<file path="config.mk">
export PLATFORM = sky130hd
export DESIGN_NAME = wb_stage
export DESIGN_NICKNAME = d
export VERILOG_FILES = /design/src/rtl/rv_pkg.sv /design/src/rtl/wb_fifo.sv /design/src/rtl/wb_stage.sv
export SDC_FILE = /design/constraint.sdc
export NUM_CORES = 1
export LEC_CHECK = 0
export CAP_MARGIN = 15
export CORE_MARGIN = 10
export CORE_UTILIZATION = 45
export DETAILED_ROUTE_END_ITERATION = 8
export GPL_TIMING_DRIVEN = 0
export PLACE_DENSITY_LB_ADDON = 0.25
export SKIP_LAST_GASP = 1
export SYNTH_ARGS = -nofsm -noshare
export SYNTH_HDL_FRONTEND = slang
export SYNTH_SLANG_ARGS = --single-unit
export TNS_END_PERCENT = 50
</file>
<file path="constraint.sdc">
create_clock -name clk -period 7.4 [get_ports clk]
set_clock_uncertainty 0.1 [all_clocks]
set_input_delay 1.48 -clock clk [delete_from_list [all_inputs] [get_ports clk]]
set_output_delay 1.48 -clock clk [all_outputs]
set_load 0.005 [all_outputs]
</file>
<file path="src/rtl/rv_pkg.sv">
// rtl/rv_pkg.sv - shared constants and types for the writeback stage
package rv_pkg;

    localparam int XLEN = 32;
    localparam int RD_W = 5;

    localparam logic [2:0] F3_LB  = 3'b000;
    localparam logic [2:0] F3_LH  = 3'b001;
    localparam logic [2:0] F3_LW  = 3'b010;
    localparam logic [2:0] F3_LBU = 3'b100;
    localparam logic [2:0] F3_LHU = 3'b101;

    // One pending register write: destination index plus final data
    typedef struct packed {
        logic [RD_W-1:0] rd;
        logic [XLEN-1:0] data;
    } wb_entry_t;

    localparam int ENTRY_W = $bits(wb_entry_t);

endpackage

</file>
<file path="src/rtl/wb_fifo.sv">
// rtl/wb_fifo.sv - small synchronous FIFO holding aligned load results
module wb_fifo #(
    parameter int DEPTH = 2,
    parameter int W     = 37
) (
    input  logic         clk,
    input  logic         rst,
    input  logic         push,
    input  logic         pop,
    input  logic [W-1:0] wdata,
    output logic [W-1:0] rdata,
    output logic         full,
    output logic         empty
);

    localparam int PW = (DEPTH > 1) ? $clog2(DEPTH) : 1;
    localparam int CW = $clog2(DEPTH + 1);

    logic [W-1:0]  mem_q [DEPTH];
    logic [PW-1:0] wr_ptr_q, wr_ptr_d;
    logic [PW-1:0] rd_ptr_q, rd_ptr_d;
    logic [CW-1:0] count_q, count_d;
    logic          do_push, do_pop;

    function automatic logic [PW-1:0] ptr_next(input logic [PW-1:0] p);
        return (p == PW'(DEPTH - 1)) ? '0 : p + 1'b1;
    endfunction

    assign full    = (count_q == CW'(DEPTH));
    assign empty   = (count_q == '0);
    assign do_push = push && !full;
    assign do_pop  = pop && !empty;
    assign rdata   = mem_q[rd_ptr_q];

    // Pointer and occupancy next-state; a simultaneous push and pop keeps the count
    always_comb begin
        wr_ptr_d = do_push ? ptr_next(wr_ptr_q) : wr_ptr_q;
        rd_ptr_d = do_pop  ? ptr_next(rd_ptr_q) : rd_ptr_q;
        count_d  = count_q;
        if (do_push && !do_pop) begin
            count_d = count_q + 1'b1;
        end else if (do_pop && !do_push) begin
            count_d = count_q - 1'b1;
        end
    end

    // Pointer and occupancy registers; reset drops all queued entries
    always_ff @(posedge clk or posedge rst) begin
        if (rst) begin
            wr_ptr_q <= '0;
            rd_ptr_q <= '0;
            count_q  <= '0;
        end else begin
            wr_ptr_q <= wr_ptr_d;
            rd_ptr_q <= rd_ptr_d;
            count_q  <= count_d;
        end
    end

    // Entry storage; contents are meaningless while count is zero, so no reset
    always_ff @(posedge clk) begin
        if (do_push) begin
            mem_q[wr_ptr_q] <= wdata;
        end
    end

endmodule

</file>
<file path="src/rtl/wb_stage.sv">
// rtl/wb_stage.sv - writeback stage merging ALU and load results into one write port
module wb_stage
    import rv_pkg::*;
#(
    parameter int DEPTH = 2
) (
    input  logic            clk,
    input  logic            rst,
    input  logic            alu_valid,
    output logic            alu_ready,
    input  logic [RD_W-1:0] alu_rd,
    input  logic [XLEN-1:0] alu_data,
    input  logic            mem_valid,
    output logic            mem_ready,
    input  logic [RD_W-1:0] mem_rd,
    input  logic [2:0]      mem_funct3,
    input  logic [1:0]      mem_addr_lo,
    input  logic [XLEN-1:0] mem_rdata,
    output logic [RD_W-1:0] WNUM,
    output logic [XLEN-1:0] WDATA,
    output logic            busy
);

    logic [RD_W-1:0] wnum_q, wnum_d;
    logic [XLEN-1:0] wdata_q, wdata_d;
    logic            fifo_push, fifo_pop, fifo_full, fifo_empty;
    logic            alu_acc, load_keep;
    wb_entry_t       load_entry, head_entry;

    // Select the addressed byte/halfword lane and extend it to XLEN
    function automatic logic [XLEN-1:0] align_load(input logic [2:0]      f3,
                                                   input logic [1:0]      lo,
                                                   input logic [XLEN-1:0] word);
        logic [7:0]  b;
        logic [15:0] h;
        case (lo)
            2'd0:    b = word[7:0];
            2'd1:    b = word[15:8];
            2'd2:    b = word[23:16];
            default: b = word[31:24];
        endcase
        h = lo[1] ? word[31:16] : word[15:0];
        case (f3)
            F3_LB:   return {{24{b[7]}}, b};
            F3_LBU:  return {24'd0, b};
            F3_LH:   return {{16{h[15]}}, h};
            F3_LHU:  return {16'd0, h};
            F3_LW:   return word;
            default: return '0;
        endcase
    endfunction

    assign alu_ready       = !fifo_full;
    assign mem_ready       = !fifo_full;
    assign busy            = !fifo_empty;
    assign alu_acc         = alu_valid && !fifo_full;
    // Loads targeting x0 are swallowed at the handshake and never take a slot
    assign load_keep       = mem_valid && !fifo_full && (mem_rd != '0);
    assign load_entry.rd   = mem_rd;
    assign load_entry.data = align_load(mem_funct3, mem_addr_lo, mem_rdata);

    wb_fifo #(
        .DEPTH (DEPTH),
        .W     (ENTRY_W)
    ) u_fifo (
        .clk   (clk),
        .rst   (rst),
        .push  (fifo_push),
        .pop   (fifo_pop),
        .wdata (load_entry),
        .rdata (head_entry),
        .full  (fifo_full),
        .empty (fifo_empty)
    );

    // Write-slot arbiter: full FIFO drains first, then ALU, then queued loads, then bypass
    always_comb begin
        wnum_d    = '0;
        wdata_d   = wdata_q;
        fifo_push = 1'b0;
        fifo_pop  = 1'b0;
        if (fifo_full) begin
            fifo_pop = 1'b1;
            wnum_d   = head_entry.rd;
            wdata_d  = head_entry.data;
        end else if (alu_acc) begin
            wnum_d    = alu_rd;
            wdata_d   = alu_data;
            fifo_push = load_keep;
        end else if (!fifo_empty) begin
            fifo_pop  = 1'b1;
            wnum_d    = head_entry.rd;
            wdata_d   = head_entry.data;
            fifo_push = load_keep;
        end else if (load_keep) begin
            wnum_d  = load_entry.rd;
            wdata_d = load_entry.data;
        end
    end

    // Registered write port; reset clears any in-flight write immediately
    always_ff @(posedge clk or posedge rst) begin
        if (rst) begin
            wnum_q  <= '0;
            wdata_q <= '0;
        end else begin
            wnum_q  <= wnum_d;
            wdata_q <= wdata_d;
        end
    end

    assign WNUM  = wnum_q;
    assign WDATA = wdata_q;

endmodule
</file>
==> results of run 1 <==
-- worst register-to-register path, stage by stage (launching register included) --
cell      delay [ns]
dfrtp_1         0.32
buf_2           0.22
or3_1           0.14
clkbuf_1        0.42
clkbuf_1        0.47
nand2_1         0.24
nor2_4          0.58
buf_16          0.25
-- cells in the final DEF (no fill, tap or decap), types with 3 or more instances in the layout --
cell type | synthesis | final
xnor2_1 | 3 | 3
mux4_2 | 7 | 7
o211a_1 | 14 | 14
a31oi_1 | 8 | 8
nand2_1 | 53 | 53
nor3b_1 | 9 | 9
nor4_1 | 4 | 4
nor3_1 | 3 | 3
mux2_2 | 25 | 25
o211ai_1 | 4 | 4
o2bb2ai_1 | 14 | 14
nand2b_1 | 32 | 32
inv_1 | 5 | 4
nand3_1 | 6 | 6
mux2i_1 | 44 | 44
o221ai_1 | 9 | 9
o22ai_1 | 25 | 25
a22o_1 | 17 | 17
buf_2 | 14 | 14
o21ai_1 | 10 | 10
clkdlybuf4s50_1 | 0 | 118
edfxtp_1 | 74 | 74
clkbuf_1 | 19 | 31
o21ai_0 | 8 | 8
buf_1 | 8 | 8
a21oi_1 | 25 | 25
nor2_1 | 23 | 22
dfrtp_1 | 41 | 41
clkbuf_16 | 0 | 17
a21o_1 | 17 | 17
-- flip-flops by register name, summed over array words and instances (netlist names) --
name,flops
u_fifo.mem_q,74
WDATA,32
u_fifo.count_q,2
WNUM,5
u_fifo.wr_ptr_q,1
u_fifo.rd_ptr_q,1
-- power by group through the flow --
| stage | Combinational, mW | Sequential [mW] | Clock [mW] |
|---|---|---|---|
| 6_report | 1.26 | 1.01 | 0.708 |
| 5_1_grt | 1.36 | 1.03 | 0.749 |
| 4_1_cts | 1.26 | 1.01 | 0.712 |
| 3_5_place_dp | 1.25 | 1.02 | 0 |
| 3_3_place_gp | 1.19 | 1.01 | 0 |
| 2_1_floorplan | 0.696 | 1.01 | 0 |
-- kinds of logic after synthesis --
logic type,Yosys count,synth area share
XOR/XNOR,5,0.00696
buffers and inverters,50,0.0350
adder cells (fa/ha/maj),1,0.00199
AO/OA/AOI/OAI,164,0.189
flip-flops,115,0.516
multiplexers,78,0.144
AND/OR/NAND/NOR,138,0.107
-- through the flow --
step / cell area, µm² / power, mW / util
finish: 8290 / 2.98 / 0.602
global route: 8290 / 3.14 / 0.602
CTS: 8280 / 2.98 / 0.601
detailed placement: 7780 / 2.27 / 0.565
global placement: 7700 / 2.21 / 0.559
floorplan: 6290 / 1.71 / -
-- worst min path at each step --
stage	start	to	slack, ns	cells past startpoint
after floorplan	u_fifo.wr_ptr_q	u_fifo.wr_ptr_q	0.36	1
after global placement	WDATA[0]	WDATA[0]	0.37	2
after detailed placement	WDATA[1]	WDATA[1]	0.39	2
after CTS	WDATA[1]	WDATA[1]	0.40	2
after global routing	WDATA[1]	WDATA[1]	0.43	2
final	WDATA[5]	WDATA[5]	0.39	2
-- layout make-up --
cell class | count | share of cell area
buffer | 44 | 0.0239
clock buffer | 31 | 0.0601
clock inverter | 1 | 0.000453
inverter | 6 | 0.00272
multi-input combinational | 386 | 0.342
sequential | 115 | 0.392
tap | 180 | 0.0272
timing repair buffer | 122 | 0.152
-- layer usage --
metal  vias up  GRT usage  wire length, µm
met2       352      0.311             9300
met4         0      0.120              691
met1      2637      0.255             8340
met5         -          0                0
met3        42     0.0555             1980
li1       2401          -                -
==> summary.md, run 1 <==
| Metric | Value |
|---|---|
| Tcrit/Tclk final | `0.567` |
| Setup bufs post-CTS | `0` |
| Status | `finished, final reports clean` |
| Setup WS pre-CTS | `2.29 ns` |
| Core Box Area | `0.0138 mm²` |
| Die Wd | `138 µm` |
| CTS tree | `built` |
| DRC | `0` |
| CP delay by family, top | `buffers and inverters` |
| Final Hold Fails | `0` |
| Slew Viols, Final | `0` |
| Diode count | `0` |
| Sequential Power Share | `0.338` |
| Synth area leader | `edfxtp_1` |
| Initial core utilization | `0.457` |
| Clk Tree Root Cell | `clkbuf_16` |
| Count of cell types in the netlist | `52` |
| Max clock buf depth | `2` |
| Post-Syn Area per Cell | `11.4 µm²` |
| Synth top cells by count | `74 x edfxtp_1, 53 x nand2_1, 44 x mux2i_1, 41 x dfrtp_1, 32 x nand2b_1` |
| Top cells by area, synth | `edfxtp_1 35%, dfrtp_1 16%, mux2i_1 7.0%` |
| Mapped Nets | `635` |
| I/O pin count | `123` |
| CP max stage cell | `clkdlybuf4s50_1` |
| RSZ-0062 raised after global routing | `no` |
| Most frequent cell after synthesis | `edfxtp_1` |
| Drt via density | `6.14` |
| DR pass1 iterations | `7` |
| Max Cap Viol | `0` |
| Total negative setup slack | `0 ns` |
| CP peak stage delay | `0.60 ns` |
| Worst hold path class | `register to register` |
| Post-synth ARST share | `0.357` |
| Combinational share of power | `0.424` |
| Area of the multi-input gates | `0.00283 mm²` |
| Sw Share | `0.337` |
| # H-tree levels | `4` |
| FF-to-FF Start | `u_fifo.count_q[0]` |
| GPL Wtd Cong | `0.883` |
| Min Hold Slack | `0.389 ns` |
| Setup crit start | `alu_valid` |
| Fin nets | `776` |
| Top cell type's share of synthesized area | `0.353` |
| Final worst slack | `3.20 ns` |
| Crit path capture type | `register` |
| Row cnt | `43` |
| Psw | `1.01 mW` |
| Share of cells above drive strength 1 | `0.113` |
| Synth Flop Type | `edfxtp_1` |
| Worst setup SP type | `input port` |
| Max_slew headroom | `0.440` |
| Yosys warnings | `0` |
| EDFF count, synth | `74` |
| R2R Path End | `u_fifo.mem_q[0][3]` |
| Total clock sinks | `115` |
| Seq cells post-synth | `115` |
| Non-Filler Instances | `885` |
| Vias in the first global route | `5424` |
| Clk pwr share | `0.238` |
| Int Pwr | `1.97 mW` |
| Post_cts resized | `0` |
| Layout fillers | `1154` |
| Crit-path cells | `clkdlybuf4s50_1, or3_1, clkbuf_1, clkbuf_1, nand2_1, nor2_4, buf_16` |
| CTS Buf Count | `17` |
| First-pass GRT wire length | `30.7 mm` |
| WP data required | `7.42 ns` |
| Final setup viols | `0` |
| R2R setup slack | `4.33 ns` |
| Initial antenna violation count | `0` |
| Total die area | `0.0191 mm²` |
| Area delta synth->final | `31.7%` |
| Pwr dens | `360 mW/mm²` |
| Peak VDD IR | `156 µV` |
| Leakage | `3.27 nW` |
| Tmin final | `4.20 ns` |
| WL/cell | `23.0 µm` |
| Clock Latency Late Sink | `0.42 ns` |
| Via Count | `5432` |
| Hold_buf cts | `0` |
| Syn Inst Count | `551` |
| Clk slew on worst S/H paths | `0.05 ns` |
| Critical path destination | `u_fifo.mem_q[0][3]` |
| Crit Path Max Fanout | `20` |
| Synthesized area | `0.00629 mm²` |
| Critical Path Most Common Cell | `clkbuf_1` |
| Worst path depth | `7` |
| Register-to-Register Path Depth | `7` |
| Worst-margin pin slew | `0.840 ns` |
| WS Path Type | `input port to register` |
| Critical path buffers and inverters | `4` |
| Sequential area share after synthesis | `0.516` |
| Initial DRC count | `680` |
| DPL Wire Length | `14.7 mm` |
| GR Overflow Total | `0` |
| Drt total wl | `20.3 mm` |
| Post-Place Cells | `852` |
| DRT antenna net count | `0` |
| F_max | `238 MHz` |
| Register area | `0.00325 mm²` |
| Largest net degree at the start of global routing | `33` |
| Arr. time, crit path | `4.21 ns` |
| All-Layer GR Usage | `0.204` |
| Die height | `138 µm` |
| IO Port Bufs | `118` |
(Power assumes the default switching activity.)
==> inputs of run 2 (changes only) <==
Clock period 7.4 ns to 3.95 ns, I/O delays scaled along.
==> run 2 against run 1 <==
Critical path depth did not move. First-iteration DRC count fell by 7.6%. Register-to-register slack got worse by 3.7 ns. Largest cell class unchanged.
==> summary.md, run 2 (synthesized netlist as in run 1, its figures left out) <==
| Metric | Value |
|---|---|
| Fin util | `0.601` |
| Diode count | `0` |
| First-pass GRT wire length | `30.7 mm` |
| Post_cts resized | `1` |
| Final setup viols | `0` |
| CTS Buf Count | `17` |
| Non-Filler Instances | `884` |
| Die height | `138 µm` |
| Clock Latency Late Sink | `0.42 ns` |
| Largest register FFs | `74` |
| F_max | `274 MHz` |
| Vias in the first global route | `5429` |
| Clk Tree Root Cell | `clkbuf_16` |
| Status | `finished, final reports clean` |
| Area delta synth->final | `31.6%` |
| Initial DRC count | `628` |
| Slew Viols, Final | `0` |
| Arr. time, crit path | `3.67 ns` |
| Leakage | `3.27 nW` |
| DRC | `0` |
| Worst setup SP type | `input port` |
| Power, Total | `5.58 mW` |
| Total clock sinks | `115` |
| Crit path capture type | `register` |
| All-Layer GR Usage | `0.205` |
| WS Path Type | `input port to register` |
| RSZ-0062 raised after global routing | `no` |
| Fin nets | `775` |
| Post-Place Cells | `852` |
| Core Box Area | `0.0138 mm²` |
| Pwr dens | `674 mW/mm²` |
| Clk slew on worst S/H paths | `0.05 ns` |
| Row cnt | `43` |
| Register area | `0.00325 mm²` |
| Share of cells above drive strength 1 | `0.114` |
| Crit Path Max Fanout | `20` |
| Max Cap Viol | `0` |
| DRT antenna net count | `0` |
| Max_slew headroom | `0.427` |
| Die Wd | `138 µm` |
| Initial core utilization | `0.457` |
| GPL Wtd Cong | `0.883` |
| Initial antenna violation count | `0` |
| # H-tree levels | `4` |
| Worst hold path class | `register to register` |
| Area of the multi-input gates | `0.00284 mm²` |
| Tcrit/Tclk final | `0.924` |
| Total die area | `0.0191 mm²` |
| Tmin final | `3.65 ns` |
| Commonest non-fill, non-tap cell in the layout | `clkdlybuf4s50_1` |
| Worst-margin pin slew | `0.860 ns` |
| Most frequent cells in the layout | `118 x clkdlybuf4s50_1, 74 x edfxtp_1, 53 x nand2_1` |
| WP data required | `3.97 ns` |
| Hold_sp | `WDATA[5]` |
| WL/cell | `22.9 µm` |
| Drt total wl | `20.2 mm` |
| Hold_buf cts | `0` |
| DPL Wire Length | `14.7 mm` |
| I/O pin count | `123` |
| Setup crit start | `mem_rd[4]` |
| FF-to-FF Start | `u_fifo.count_q[1]` |
| GR Overflow Total | `0` |
| Max clock buf depth | `2` |
| Largest Register | `u_fifo.mem_q` |
| DR pass1 iterations | `5` |
| Layout fillers | `1152` |
| Via Count | `5434` |
| Drt via density | `6.15` |
| Final Hold Fails | `0` |
| Peak VDD IR | `293 µV` |
| CTS tree | `built` |
| IO Port Bufs | `118` |
| Largest net degree at the start of global routing | `33` |
| Setup bufs post-CTS | `0` |
[run 2: cell types whose count changed in the layout (fill, tap and decap cells not counted), sizes merged]
cell / before / now
clkbuf: 51 / 50
[run 2: path summary, 6_finish.rpt]
| kind | to | slack [ns] | cells after the start |
|---|---|---|---|
| max | u_fifo.mem_q[0][3] | 0.30 | 7 |
| min | WDATA[5] | 0.39 | 2 |
| min in group asynchronous | WDATA[8] | 0.52 | 2 |
| min reg2reg | WDATA[5] | 0.39 | 2 |
| max reg2reg | u_fifo.mem_q[0][3] | 0.68 | 7 |
| max in group asynchronous | WDATA[16] | 2.74 | 3 |
[run 2: stage by stage]
stage	hold slack [ns]	setup slack, ns	setup TNS [ns]	cell area, µm²
3_5_place_dp	0.385	-0.471	-18.52	7780
5_1_grt	0.428	0.189	0	8280
2_1_floorplan	0.360	0.0492	0	6290
4_1_cts	0.396	0.345	0	8280
3_3_place_gp	0.373	-2.27	-122.21	7700
6_report	0.389	0.299	0	8280
[run 2: where the power goes]
group	total, mW	switching (mW)	internal [mW]
Combinational	2.37	1.23	1.13
Sequential	1.89	0.155	1.73
Clock	1.33	0.496	0.831
Total	5.58	1.88	3.70
[run 2: final cells by class]
type / count / area share
clock buffer: 31 / 0.0601
inverter: 6 / 0.00272
buffer: 44 / 0.0239
multi-input combinational: 386 / 0.343
clock inverter: 1 / 0.000453
tap: 180 / 0.0272
sequential: 115 / 0.392
timing repair buffer: 121 / 0.151
[run 2: critical path: stages]
cell	delay [ns]
clkdlybuf4s50_1	0.59
nor2_1	0.10
a211oi_2	0.68
clkbuf_1	0.44
nand2_1	0.23
nor2_4	0.58
buf_16	0.25
[run 2: routing by layer]
| metal | vias up | global-route usage | wire length, µm |
|---|---|---|---|
| li1 | 2398 | - | - |
| met1 | 2633 | 0.255 | 8250 |
| met2 | 348 | 0.311 | 9190 |
| met3 | 55 | 0.0555 | 1960 |
| met4 | 0 | 0.122 | 804 |
| met5 | - | 0 | 0 |
==> inputs of run 3 (changes only) <==
Settings changed: CORE_MARGIN 10 to default.
==> run 3 against run 2 <==
Power decreased by 0.66%. Flip-flop and latch count unchanged. Die area fell by 24%. Maximum frequency grew 5.7%. Cell area hardly changed. Count of clock-buffer cells in the layout fell by 7. Largest power group unchanged. Sequential share of layout area about the same. Critical path type unchanged.
==> summary.md, run 3 (synthesized netlist as in run 1, its figures left out) <==
| Metric | Value |
|---|---|
| Initial DRC count | `499` |
| Register area | `0.00325 mm²` |
| DRT antenna net count | `0` |
| Combinational share of power | `0.423` |
| All-Layer GR Usage | `0.276` |
| Core Box Area | `0.0135 mm²` |
| Share of cells above drive strength 1 | `0.121` |
| Initial core utilization | `0.468` |
| DPL Wire Length | `13.8 mm` |
| Area of the multi-input gates | `0.00283 mm²` |
| Crit Path Max Fanout | `20` |
| Total die area | `0.0145 mm²` |
| Clk Tree Root Cell | `clkbuf_16` |
| Final Hold Fails | `0` |
| WP data required | `3.97 ns` |
| Initial antenna violation count | `0` |
| GPL Wtd Cong | `0.882` |
| Worst setup SP type | `input port` |
| Final setup viols | `0` |
| Commonest non-fill, non-tap cell in the layout | `clkdlybuf4s50_1` |
| DR pass1 iterations | `7` |
| Status | `finished, final reports clean` |
| Max Cap Viol | `0` |
| Die height | `120 µm` |
| CTS tree | `built` |
| Worst hold path class | `register to register` |
| I/O pin count | `123` |
| Via Count | `5392` |
| Vias in the first global route | `5458` |
| Largest register FFs | `74` |
| Largest net degree at the start of global routing | `33` |
| Arr. time, crit path | `3.47 ns` |
| Area of placed instances | `0.00778 mm²` |
| Hold_buf cts | `0` |
| Post_cts resized | `0` |
| Drt total wl | `19.1 mm` |
| Total clock sinks | `115` |
| Die Wd | `120 µm` |
| Sw Share | `0.338` |
| Psw | `1.87 mW` |
| # H-tree levels | `4` |
| Most frequent cells in the layout | `118 x clkdlybuf4s50_1, 74 x edfxtp_1, 53 x nand2_1` |
| CTS Buf Count | `17` |
| Routed wl met2 | `9.17 mm` |
| Tmin final | `3.46 ns` |
| Pwr dens | `670 mW/mm²` |
| WL/cell | `21.7 µm` |
| Met3 wire length | `1.71 mm` |
| Setup bufs post-CTS | `0` |
| Crit path capture type | `register` |
| Uppermost layer routed | `met4` |
| Max clock buf depth | `2` |
| Max_slew headroom | `0.443` |
| Slew Viols, Final | `0` |
| F_max | `289 MHz` |
| Worst-margin pin slew | `0.835 ns` |
| Met1 wire length | `7.56 mm` |
| Drt via density | `6.12` |
| Tcrit/Tclk final | `0.875` |
| Diode count | `0` |
| Fin nets | `776` |
| GR Overflow Total | `0` |
| Fin area | `0.00828 mm²` |
| Total negative setup slack | `0 ns` |
| Int Pwr | `3.67 mW` |
| Largest Register | `u_fifo.mem_q` |
| Peak VDD IR | `339 µV` |
| Clk pwr share | `0.237` |
| Clk slew on worst S/H paths | `0.05 ns` |
| Layout fillers | `1120` |
| WS Path Type | `input port to register` |
| First-pass GRT wire length | `29.4 mm` |
| Area delta synth->final | `31.5%` |
| Sequential Power Share | `0.341` |
| DRC | `0` |
| Leakage | `3.28 nW` |
| IO Port Bufs | `118` |
| Clock Latency Late Sink | `0.42 ns` |
| R2R setup slack | `0.91 ns` |
| Row cnt | `42` |
| RSZ-0062 raised after global routing | `no` |
==> run 3: cell count changes in the layout (fill, tap and decap cells not counted) <==
cell,previous run,this run
clkbuf_8,2,1
clkinv_2,0,6
clkinv_1,1,2
a211oi_1,1,2
a211oi_2,1,0
clkbuf_1,31,25
buf_4,2,3
==> run 3: final cells by class <==
class / instances / share of cell area
Clock buffer: 24 / 0.0558
Sequential cell: 115 / 0.392
Clock inverter: 8 / 0.00453
Tap cell: 176 / 0.0266
Multi-Input combinational cell: 386 / 0.342
Timing Repair Buffer: 122 / 0.152
Inverter: 6 / 0.00272
Buffer: 44 / 0.0239
==> run 3: power by group through the flow <==
stage               logic [mW]  clock network [mW]  registers [mW]
floorplan                 1.30                   0            1.90
CTS                       2.33                1.31            1.89
finish                    2.34                1.31            1.89
global placement          2.21                   0            1.90
detailed placement        2.32                   0            1.90
global route              2.54                1.38            1.92
==> run 3: metal layers <==
| layer | GRT usage | up-vias |
|---|---|---|
| met3 | 0.0538 | 56 |
| li1 | - | 2404 |
| met4 | 0.144 | 0 |
| met2 | 0.443 | 345 |
| met1 | 0.356 | 2587 |
| met5 | 0 | - |
==> run 3: final timing paths <==
| check | start | depth (start not counted) | end |
|---|---|---|---|
| min | WDATA[5] | 2 | WDATA[5] |
| max reg2reg | u_fifo.count_q[1] | 8 | u_fifo.mem_q[0][0] |
| max | mem_rd[4] | 8 | u_fifo.mem_q[0][0] |
| min reg2reg | WDATA[5] | 2 | WDATA[5] |
| max in group asynchronous | rst | 3 | WDATA[26] |
| min in group asynchronous | rst | 2 | WDATA[12] |
==> run 3: per-stage QoR <==
step | instances | power (mW) | util | setup slack, ns | hold slack [ns]
final | 881 | 5.54 | 0.615 | 0.495 | 0.383
after global routing | 881 | 5.84 | 0.615 | 0.338 | 0.414
after CTS | 881 | 5.53 | 0.615 | 0.560 | 0.388
after detailed placement | 849 | 4.22 | 0.578 | 0.149 | 0.377
after global placement | 845 | 4.11 | 0.572 | -2.26 | 0.374
after floorplan | 551 | 3.20 | - | 0.0492 | 0.360
==> run 3: critical path: stages <==
cell and delay [ns]:
clkdlybuf4s50_1 0.62, nor2_1 0.10, a211oi_1 0.31, buf_4 0.24, clkbuf_1 0.38, nand2_1 0.23, nor2_4 0.53, buf_16 0.25
